File: src/rtl/cvsd_pkg.sv
// cvsd_pkg: default parameters and arithmetic helpers shared by the CVSD codec.
package cvsd_pkg;

  localparam int unsigned DataWDef   = 8;
  localparam int unsigned FracWDef   = 4;
  localparam int unsigned DivDef     = 5000;
  localparam int unsigned RunDef     = 3;
  localparam int unsigned StepMinDef = 16;
  localparam int unsigned StepMaxDef = 512;
  localparam int unsigned StepIncDef = 32;
  localparam int unsigned DecayShDef = 4;
  localparam int unsigned LeakShDef  = 5;

  // Offset-binary midscale, expressed in accumulator LSBs.
  function automatic logic [31:0] mid_value(input int unsigned data_w,
                                            input int unsigned frac_w);
    mid_value = 32'd1 << (data_w - 1 + frac_w);
  endfunction

  // a +/- b clamped to [0, 2^acc_w - 1]; the 33-bit sum exposes any carry out.
  function automatic logic [31:0] sat_addsub(input logic [31:0] a, input logic [31:0] b,
                                             input logic up, input int unsigned acc_w);
    logic [32:0] lim;
    logic [32:0] sum;
    lim = (33'd1 << acc_w) - 33'd1;
    sum = {1'b0, a} + {1'b0, b};
    if (up) sat_addsub = (sum > lim) ? lim[31:0] : sum[31:0];
    else    sat_addsub = (b > a) ? 32'd0 : a - b;
  endfunction

endpackage

File: src/rtl/cvsd_integrator.sv
// cvsd_integrator: run history, syllabic step adaptation and saturating accumulator.
// With CVSD_LEAK_EN defined the accumulator also leaks toward midscale on every tick.
module cvsd_integrator
  import cvsd_pkg::*;
#(
  parameter int unsigned DATA_W   = DataWDef,
  parameter int unsigned FRAC_W   = FracWDef,
  parameter int unsigned RUN      = RunDef,
  parameter int unsigned STEP_MIN = StepMinDef,
  parameter int unsigned STEP_MAX = StepMaxDef,
  parameter int unsigned STEP_INC = StepIncDef,
  parameter int unsigned DECAY_SH = DecayShDef
`ifdef CVSD_LEAK_EN
  ,
  parameter int unsigned LEAK_SH  = LeakShDef
`endif
) (
  input  logic              clk_i,
  input  logic              rst_ni,
  input  logic              tick_i,
  input  logic              bit_i,
  output logic [DATA_W-1:0] value_o,
  output logic              coin_o
);

  localparam int unsigned      AccW    = DATA_W + FRAC_W;
  localparam int unsigned      FillW   = $clog2(RUN + 1);
  localparam logic [FillW-1:0] FillRun = FillW'(RUN);
  localparam logic [AccW-1:0]  Mid     = AccW'(mid_value(DATA_W, FRAC_W));
  localparam logic [AccW:0]    StepMin = (AccW + 1)'(STEP_MIN);
  localparam logic [AccW:0]    StepMax = (AccW + 1)'(STEP_MAX);
  localparam logic [AccW:0]    StepInc = (AccW + 1)'(STEP_INC);

  logic [RUN-1:0]   hist_q, hist_d;
  logic [FillW-1:0] fill_q, fill_d;
  logic [AccW-1:0]  step_q, step_d;
  logic [AccW-1:0]  acc_q, acc_d;
  logic [AccW-1:0]  base;
  logic [AccW:0]    step_ext;
  logic [AccW:0]    decay;
  logic             coin;
`ifdef CVSD_LEAK_EN
  logic signed [AccW:0] diff;
  logic signed [AccW:0] leak;
`endif

  // Next state for one tick; only committed when tick_i is high.
  always_comb begin
    hist_d   = {hist_q[RUN-2:0], bit_i};
    fill_d   = (fill_q == FillRun) ? fill_q : fill_q + FillW'(1);
    coin     = (fill_d == FillRun) && ((hist_d == '0) || (&hist_d));
    step_ext = {1'b0, step_q};
    decay    = step_ext >> DECAY_SH;
    if (decay == '0) decay = (AccW + 1)'(1);
    if (coin) begin
      step_d = (step_ext + StepInc > StepMax) ? StepMax[AccW-1:0] : AccW'(step_ext + StepInc);
    end else begin
      step_d = (step_ext < decay + StepMin) ? StepMin[AccW-1:0] : AccW'(step_ext - decay);
    end
`ifdef CVSD_LEAK_EN
    // Pull toward midscale by a fraction of the signed offset; never overshoots.
    diff = $signed({1'b0, acc_q}) - $signed({1'b0, Mid});
    leak = diff >>> LEAK_SH;
    base = AccW'($signed({1'b0, acc_q}) - leak);
`else
    base = acc_q;
`endif
    acc_d = AccW'(sat_addsub(32'(base), 32'(step_d), bit_i, AccW));
  end

  // Integrator state advances only on a sample tick.
  always_ff @(posedge clk_i or negedge rst_ni) begin
    if (!rst_ni) begin
      hist_q <= '0;
      fill_q <= '0;
      step_q <= StepMin[AccW-1:0];
      acc_q  <= Mid;
    end else if (tick_i) begin
      hist_q <= hist_d;
      fill_q <= fill_d;
      step_q <= step_d;
      acc_q  <= acc_d;
    end
  end

  assign value_o = acc_q[AccW-1:FRAC_W];
  assign coin_o  = coin;

endmodule

File: src/rtl/cvsd_codec.sv
// cvsd_codec: CVSD encoder and decoder sharing an internal sample-tick divider.
// Optional accumulator leak is enabled by defining CVSD_LEAK_EN.
module cvsd_codec
  import cvsd_pkg::*;
#(
  parameter int unsigned DATA_W   = DataWDef,
  parameter int unsigned FRAC_W   = FracWDef,
  parameter int unsigned DIV      = DivDef,
  parameter int unsigned RUN      = RunDef,
  parameter int unsigned STEP_MIN = StepMinDef,
  parameter int unsigned STEP_MAX = StepMaxDef,
  parameter int unsigned STEP_INC = StepIncDef,
  parameter int unsigned DECAY_SH = DecayShDef
`ifdef CVSD_LEAK_EN
  ,
  parameter int unsigned LEAK_SH  = LeakShDef
`endif
) (
  input  logic              CLOCK,
  input  logic              RESET,
  input  logic              enable,
  input  logic [DATA_W-1:0] x,
  input  logic              dec_in,
  output logic              bit_out,
  output logic              bit_valid,
  output logic [DATA_W-1:0] xp,
  output logic              flag,
  output logic [DATA_W-1:0] y,
  output logic              y_valid
);

  localparam int unsigned     CntW    = (DIV > 1) ? $clog2(DIV) : 1;
  localparam logic [CntW-1:0] CntLast = CntW'(DIV - 1);

  logic [CntW-1:0]   cnt_q, cnt_d;
  logic              tick;
  logic              enc_bit;
  logic              enc_coin;
  logic              dec_coin_unused;
  logic [DATA_W-1:0] enc_value;
  logic [DATA_W-1:0] dec_value;
  logic              bit_q;
  logic              valid_q;
  logic              flag_q;

  // Tick divider; dropping enable discards any partial count.
  always_comb begin
    tick = enable && (cnt_q == CntLast);
    if (!enable || tick) cnt_d = '0;
    else                 cnt_d = cnt_q + CntW'(1);
  end

  // Tie resolves upward so a constant midscale input toggles cleanly.
  assign enc_bit = (x >= enc_value);

  cvsd_integrator #(
    .DATA_W  (DATA_W),
    .FRAC_W  (FRAC_W),
    .RUN     (RUN),
    .STEP_MIN(STEP_MIN),
    .STEP_MAX(STEP_MAX),
    .STEP_INC(STEP_INC),
    .DECAY_SH(DECAY_SH)
`ifdef CVSD_LEAK_EN
    ,
    .LEAK_SH (LEAK_SH)
`endif
  ) u_enc (
    .clk_i  (CLOCK),
    .rst_ni (RESET),
    .tick_i (tick),
    .bit_i  (enc_bit),
    .value_o(enc_value),
    .coin_o (enc_coin)
  );

  cvsd_integrator #(
    .DATA_W  (DATA_W),
    .FRAC_W  (FRAC_W),
    .RUN     (RUN),
    .STEP_MIN(STEP_MIN),
    .STEP_MAX(STEP_MAX),
    .STEP_INC(STEP_INC),
    .DECAY_SH(DECAY_SH)
`ifdef CVSD_LEAK_EN
    ,
    .LEAK_SH (LEAK_SH)
`endif
  ) u_dec (
    .clk_i  (CLOCK),
    .rst_ni (RESET),
    .tick_i (tick),
    .bit_i  (dec_in),
    .value_o(dec_value),
    .coin_o (dec_coin_unused)
  );

  // Divider count and registered encoder outputs.
  always_ff @(posedge CLOCK or negedge RESET) begin
    if (!RESET) begin
      cnt_q   <= '0;
      bit_q   <= 1'b0;
      valid_q <= 1'b0;
      flag_q  <= 1'b0;
    end else begin
      cnt_q   <= cnt_d;
      valid_q <= tick;
      if (tick) begin
        bit_q  <= enc_bit;
        flag_q <= enc_coin;
      end
    end
  end

  assign bit_out   = bit_q;
  assign bit_valid = valid_q;
  assign y_valid   = valid_q;
  assign flag      = flag_q;
  assign xp        = enc_value;
  assign y         = dec_value;

endmodule

File: config.mk
export PLATFORM = sky130hd
export DESIGN_NAME = cvsd_codec
export DESIGN_NICKNAME = d
export VERILOG_FILES = /design/src/rtl/cvsd_pkg.sv /design/src/rtl/cvsd_integrator.sv /design/src/rtl/cvsd_codec.sv
export SDC_FILE = /design/constraint.sdc
export NUM_CORES = 1
export LEC_CHECK = 0
export ABC_AREA = 1
export CAP_MARGIN = 10
export CORE_MARGIN = 1.5
export CORE_UTILIZATION = 30
export DETAILED_ROUTE_END_ITERATION = 7
export PLACE_DENSITY_LB_ADDON = 0.3
export RECOVER_POWER = 50
export SLEW_MARGIN = 0
export SYNTH_ARGS = -nofsm -noshare
export SYNTH_HDL_FRONTEND = slang
export SYNTH_SLANG_ARGS = --single-unit
File: constraint.sdc
create_clock -name CLOCK -period 11.3 [get_ports CLOCK]
set_input_delay 2.26 -clock CLOCK [delete_from_list [all_inputs] [get_ports CLOCK]]
set_output_delay 2.26 -clock CLOCK [all_outputs]
set_load 0.02 [all_outputs]
==> results.json <==
{
  "clkTransAtPathRegs_ns": 0.07,
  "insertion_delay_ns": 0.35,
  "die_x_um": 164,
  "tightest_slew_ns": 3.99,
  "drt_iter0_markers": 433,
  "synth_edf_count": 0,
  "grt_max_degree": 72,
  "row_count": 58,
  "hold_violations": 0,
  "ys.flop_type": "dfrtp_1",
  "hpwl_mm": 16.2,
  "cts_sinks": 71,
  "critPathMaxFanout": 14,
  "ys_seq_area_share_pct": 22.9,
  "fin_crit_ns": 6.03,
  "combPwrFrac_pct": 27.3,
  "fin_total_pwr_uw": 759,
  "use_met1_pct": 22.6,
  "async_flop_share_pct": 100,
  "cts_made_buffers": 9,
  "grt-busiest-layer": "met2",
  "crit_path_end_kind": "flip-flop",
  "cts.repair.resized": 0,
  "drive_gt1_share_pct": 8.29,
  "dr.pass1.iters": 5,
  "ys_types": 57,
  "grt_antenna_before_repair": 0,
  "rsz0062_at_grt": "false",
  "r2r_start": "u_enc.step_q[8]",
  "wl_mm": 20.5,
  "worst_slack_ns": 5.27,
  "fmax_ghz": 0.166,
  "place_inst": 1424,
  "synth_area_um2": 7770,
  "post_cts_buffers": 0,
  "setup.worst_path.start_class": "input port",
  "yosysMostFrequentCell": "nand2_1",
  "antenna_cells": 0,
  "grt_pass1_wl_mm": 34.1,
  "design.core.area_um2": 25300,
  "viasPerCell": 4.88,
  "holdBufCountCts": 0,
  "yosysTopAreaCellShare_pct": 21.6,
  "dp_slack_ns": 4.96,
  "peakVddDrop_mv": 0.0658,
  "cp-startpoint": "x[1]",
  "ys_ff_latch": 71,
  "nNetsFinal": 1218,
  "root_buffer": "clkbuf_16",
  "required_ns": 11.58,
  "skew_ns": 0.0101,
  "clockBufferDepth": 2,
  "slew_headroom_pct": -166,
  "synth_nets": 1210,
  "wl_per_cell_um": 14.2,
  "grt_util_met2_pct": 25.7,
  "hp-class": "reg2reg",
  "setup_viol": 0,
  "failed_checks": "max-capacitance violations, max-slew violations",
  "power_frac_clock_pct": 37.4,
  "p_int_uw": 494,
  "ant_nets": 0,
  "crit_type": "in2reg",
  "sequentialPowerShare_pct": 35.3,
  "vias": 7026,
  "p_leak_uw": 0.00427,
  "status": "complete, but fails checks",
  "swShare_pct": 34.9,
  "grt_overflow_total": 0,
  "pin_count": 32,
  "fin_cells": 1440,
  "gp_congestion": 0.898,
  "cap_violations": 1,
  "cp.arrival_ns": 6.31,
  "grt_pass1_vias": 6723,
  "hp-start": "cnt_q[0]",
  "finish.utilization_pct": 33.7,
  "syn2layout_area_growth_pct": 9.90,
  "port_buffers": 31,
  "htreeDepth": 3,
  "die_area_um2": 26900,
  "syn_inst": 1097,
  "ys_top_cells_by_count": "nand2_1, inv_1, ha_1",
  "start_util_pct": 30.7,
  "period_share_pct": 53.3,
  "yosysWarnings": 0,
  "die_height_um": 164,
  "slew_violations": 72,
  "synthTopCellsByArea": "dfrtp_1, ha_1, nand2_1, inv_1, nand3_1",
  "synth_largest_area_cell": "dfrtp_1",
  "cts_tree": "built",
  "drc_errors": 0,
  "post_synth.cell_area_avg_um2": 7.09,
  "final.setup.tns_ns": 0,
  "met3_usage_pct": 1.97,
  "track_usage_pct": 15.9,
  "p_per_area_nw_per_um2": 88.8,
  "power_switching_uw": 265
}
==> placed cells by master, fill, tap and decap left out, types with 4 or more instances in the layout <==
cell             netlist  routed
nand2_1              219     219
inv_1                149     149
ha_1                  95      95
nand3_1               83      84
a21oi_1               81      81
nor2_1                68      68
dfrtp_1               67      67
o21ai_0               54      54
xor2_1                38      38
o21ai_1               32      32
clkdlybuf4s50_1        0      29
nor3_1                27      27
nand4_1               16      16
inv_2                 15      15
nand2_2               11      11
clkbuf_16              0       9
xnor2_1                8       8
nand3_2                9       8
o21bai_1               8       8
o21ai_2                6       6
fa_1                   6       6
nor2_2                 5       5
or2_2                  5       5
a21o_1                 5       5
dfstp_2                4       4
==> layout make-up <==
type                            instances  area, um^2
Clock inverter                          5        38.8
Multi-Input combinational cell        825        5120
Clock buffer                           11         253
Inverter                              166         626
Tap cell                              330         413
Timing Repair Buffer                   32         308
Sequential cell                        71        1780
Fill cell                            2691       16800
==> flip-flops by register name (all words and copies together) (netlist names) <==
signal / cells
u_enc.hist_q: 2
u_dec.step_q: 12
u_dec.hist_q: 2
u_enc.acc_q: 12
u_enc.step_q: 12
bit_valid: 1
u_dec.fill_q: 2
u_dec.acc_q: 12
flag: 1
u_enc.fill_q: 2
cnt_q: 13
==> power by group through the flow <==
stage,clock network [uW],logic (uW),registers [uW]
detailed placement,0,207,272
global placement,0,207,272
finish,284,207,268
global route,300,237,269
CTS,291,208,268
floorplan,0,155,270
==> worst max-delay path, stage by stage <==
cell and delay [ns]:
clkdlybuf4s50_1 0.44, ha_1 0.32, a21oi_1 0.14, o21ai_0 0.08, nand2_1 0.10, nand3_2 0.16
nand3_1 0.11, nand2_1 0.06, nand2_2 0.24, inv_2 0.15, o21ai_0 0.14, and2_1 0.23
ha_1 0.23, inv_1 0.07, fa_1 0.42, inv_1 0.12, nand3_1 0.10, nand2_1 0.17
nand3_1 0.09, nand3_1 0.23, inv_2 0.13, a21oi_1 0.17, a21oi_1 0.05, o21ai_1 0.09
==> path summary, 6_finish.rpt <==
path / cells past startpoint / slack [ns] / to
min: 1 / 0.46 / cnt_q[0]
max in group asynchronous: 1 / 5.74 / cnt_q[7]
max: 24 / 5.27 / u_enc.acc_q[6]
min reg2reg: 1 / 0.46 / cnt_q[0]
min in group asynchronous: 1 / 3.32 / u_dec.step_q[1]
max reg2reg: 28 / 6.34 / u_enc.acc_q[6]
==> cell families after synthesis <==
kind of cell | Yosys count | synth area share, %
adders and majority gates | 101 | 16.8
AOI/OAI and AO/OA | 214 | 16.0
buffers and inverters | 201 | 11.1
DFF | 71 | 22.9
xor gates and xnor gates | 48 | 5.60
and+or+nand+nor | 462 | 27.5
==> per-stage QoR <==
stage                     hold WS [ns]  instance area (um^2)
final                            0.460                  8540
after global routing             0.504                  8540
after CTS                        0.463                  8560
after detailed placement         0.455                  8270
after global placement           0.452                  8270
after floorplan                  0.433                  7770
==> metal layers <==
| metal | share of wire, % | vias to the layer above |
|---|---|---|
| met5 | 0 | - |
| met3 | 3.6 | 15 |
| met2 | 45 | 130 |
| li1 | - | 3634 |
| met1 | 50 | 3247 |
| met4 | 0.98 | 0 |
Note: power is estimated with default switching activity, not from simulation.
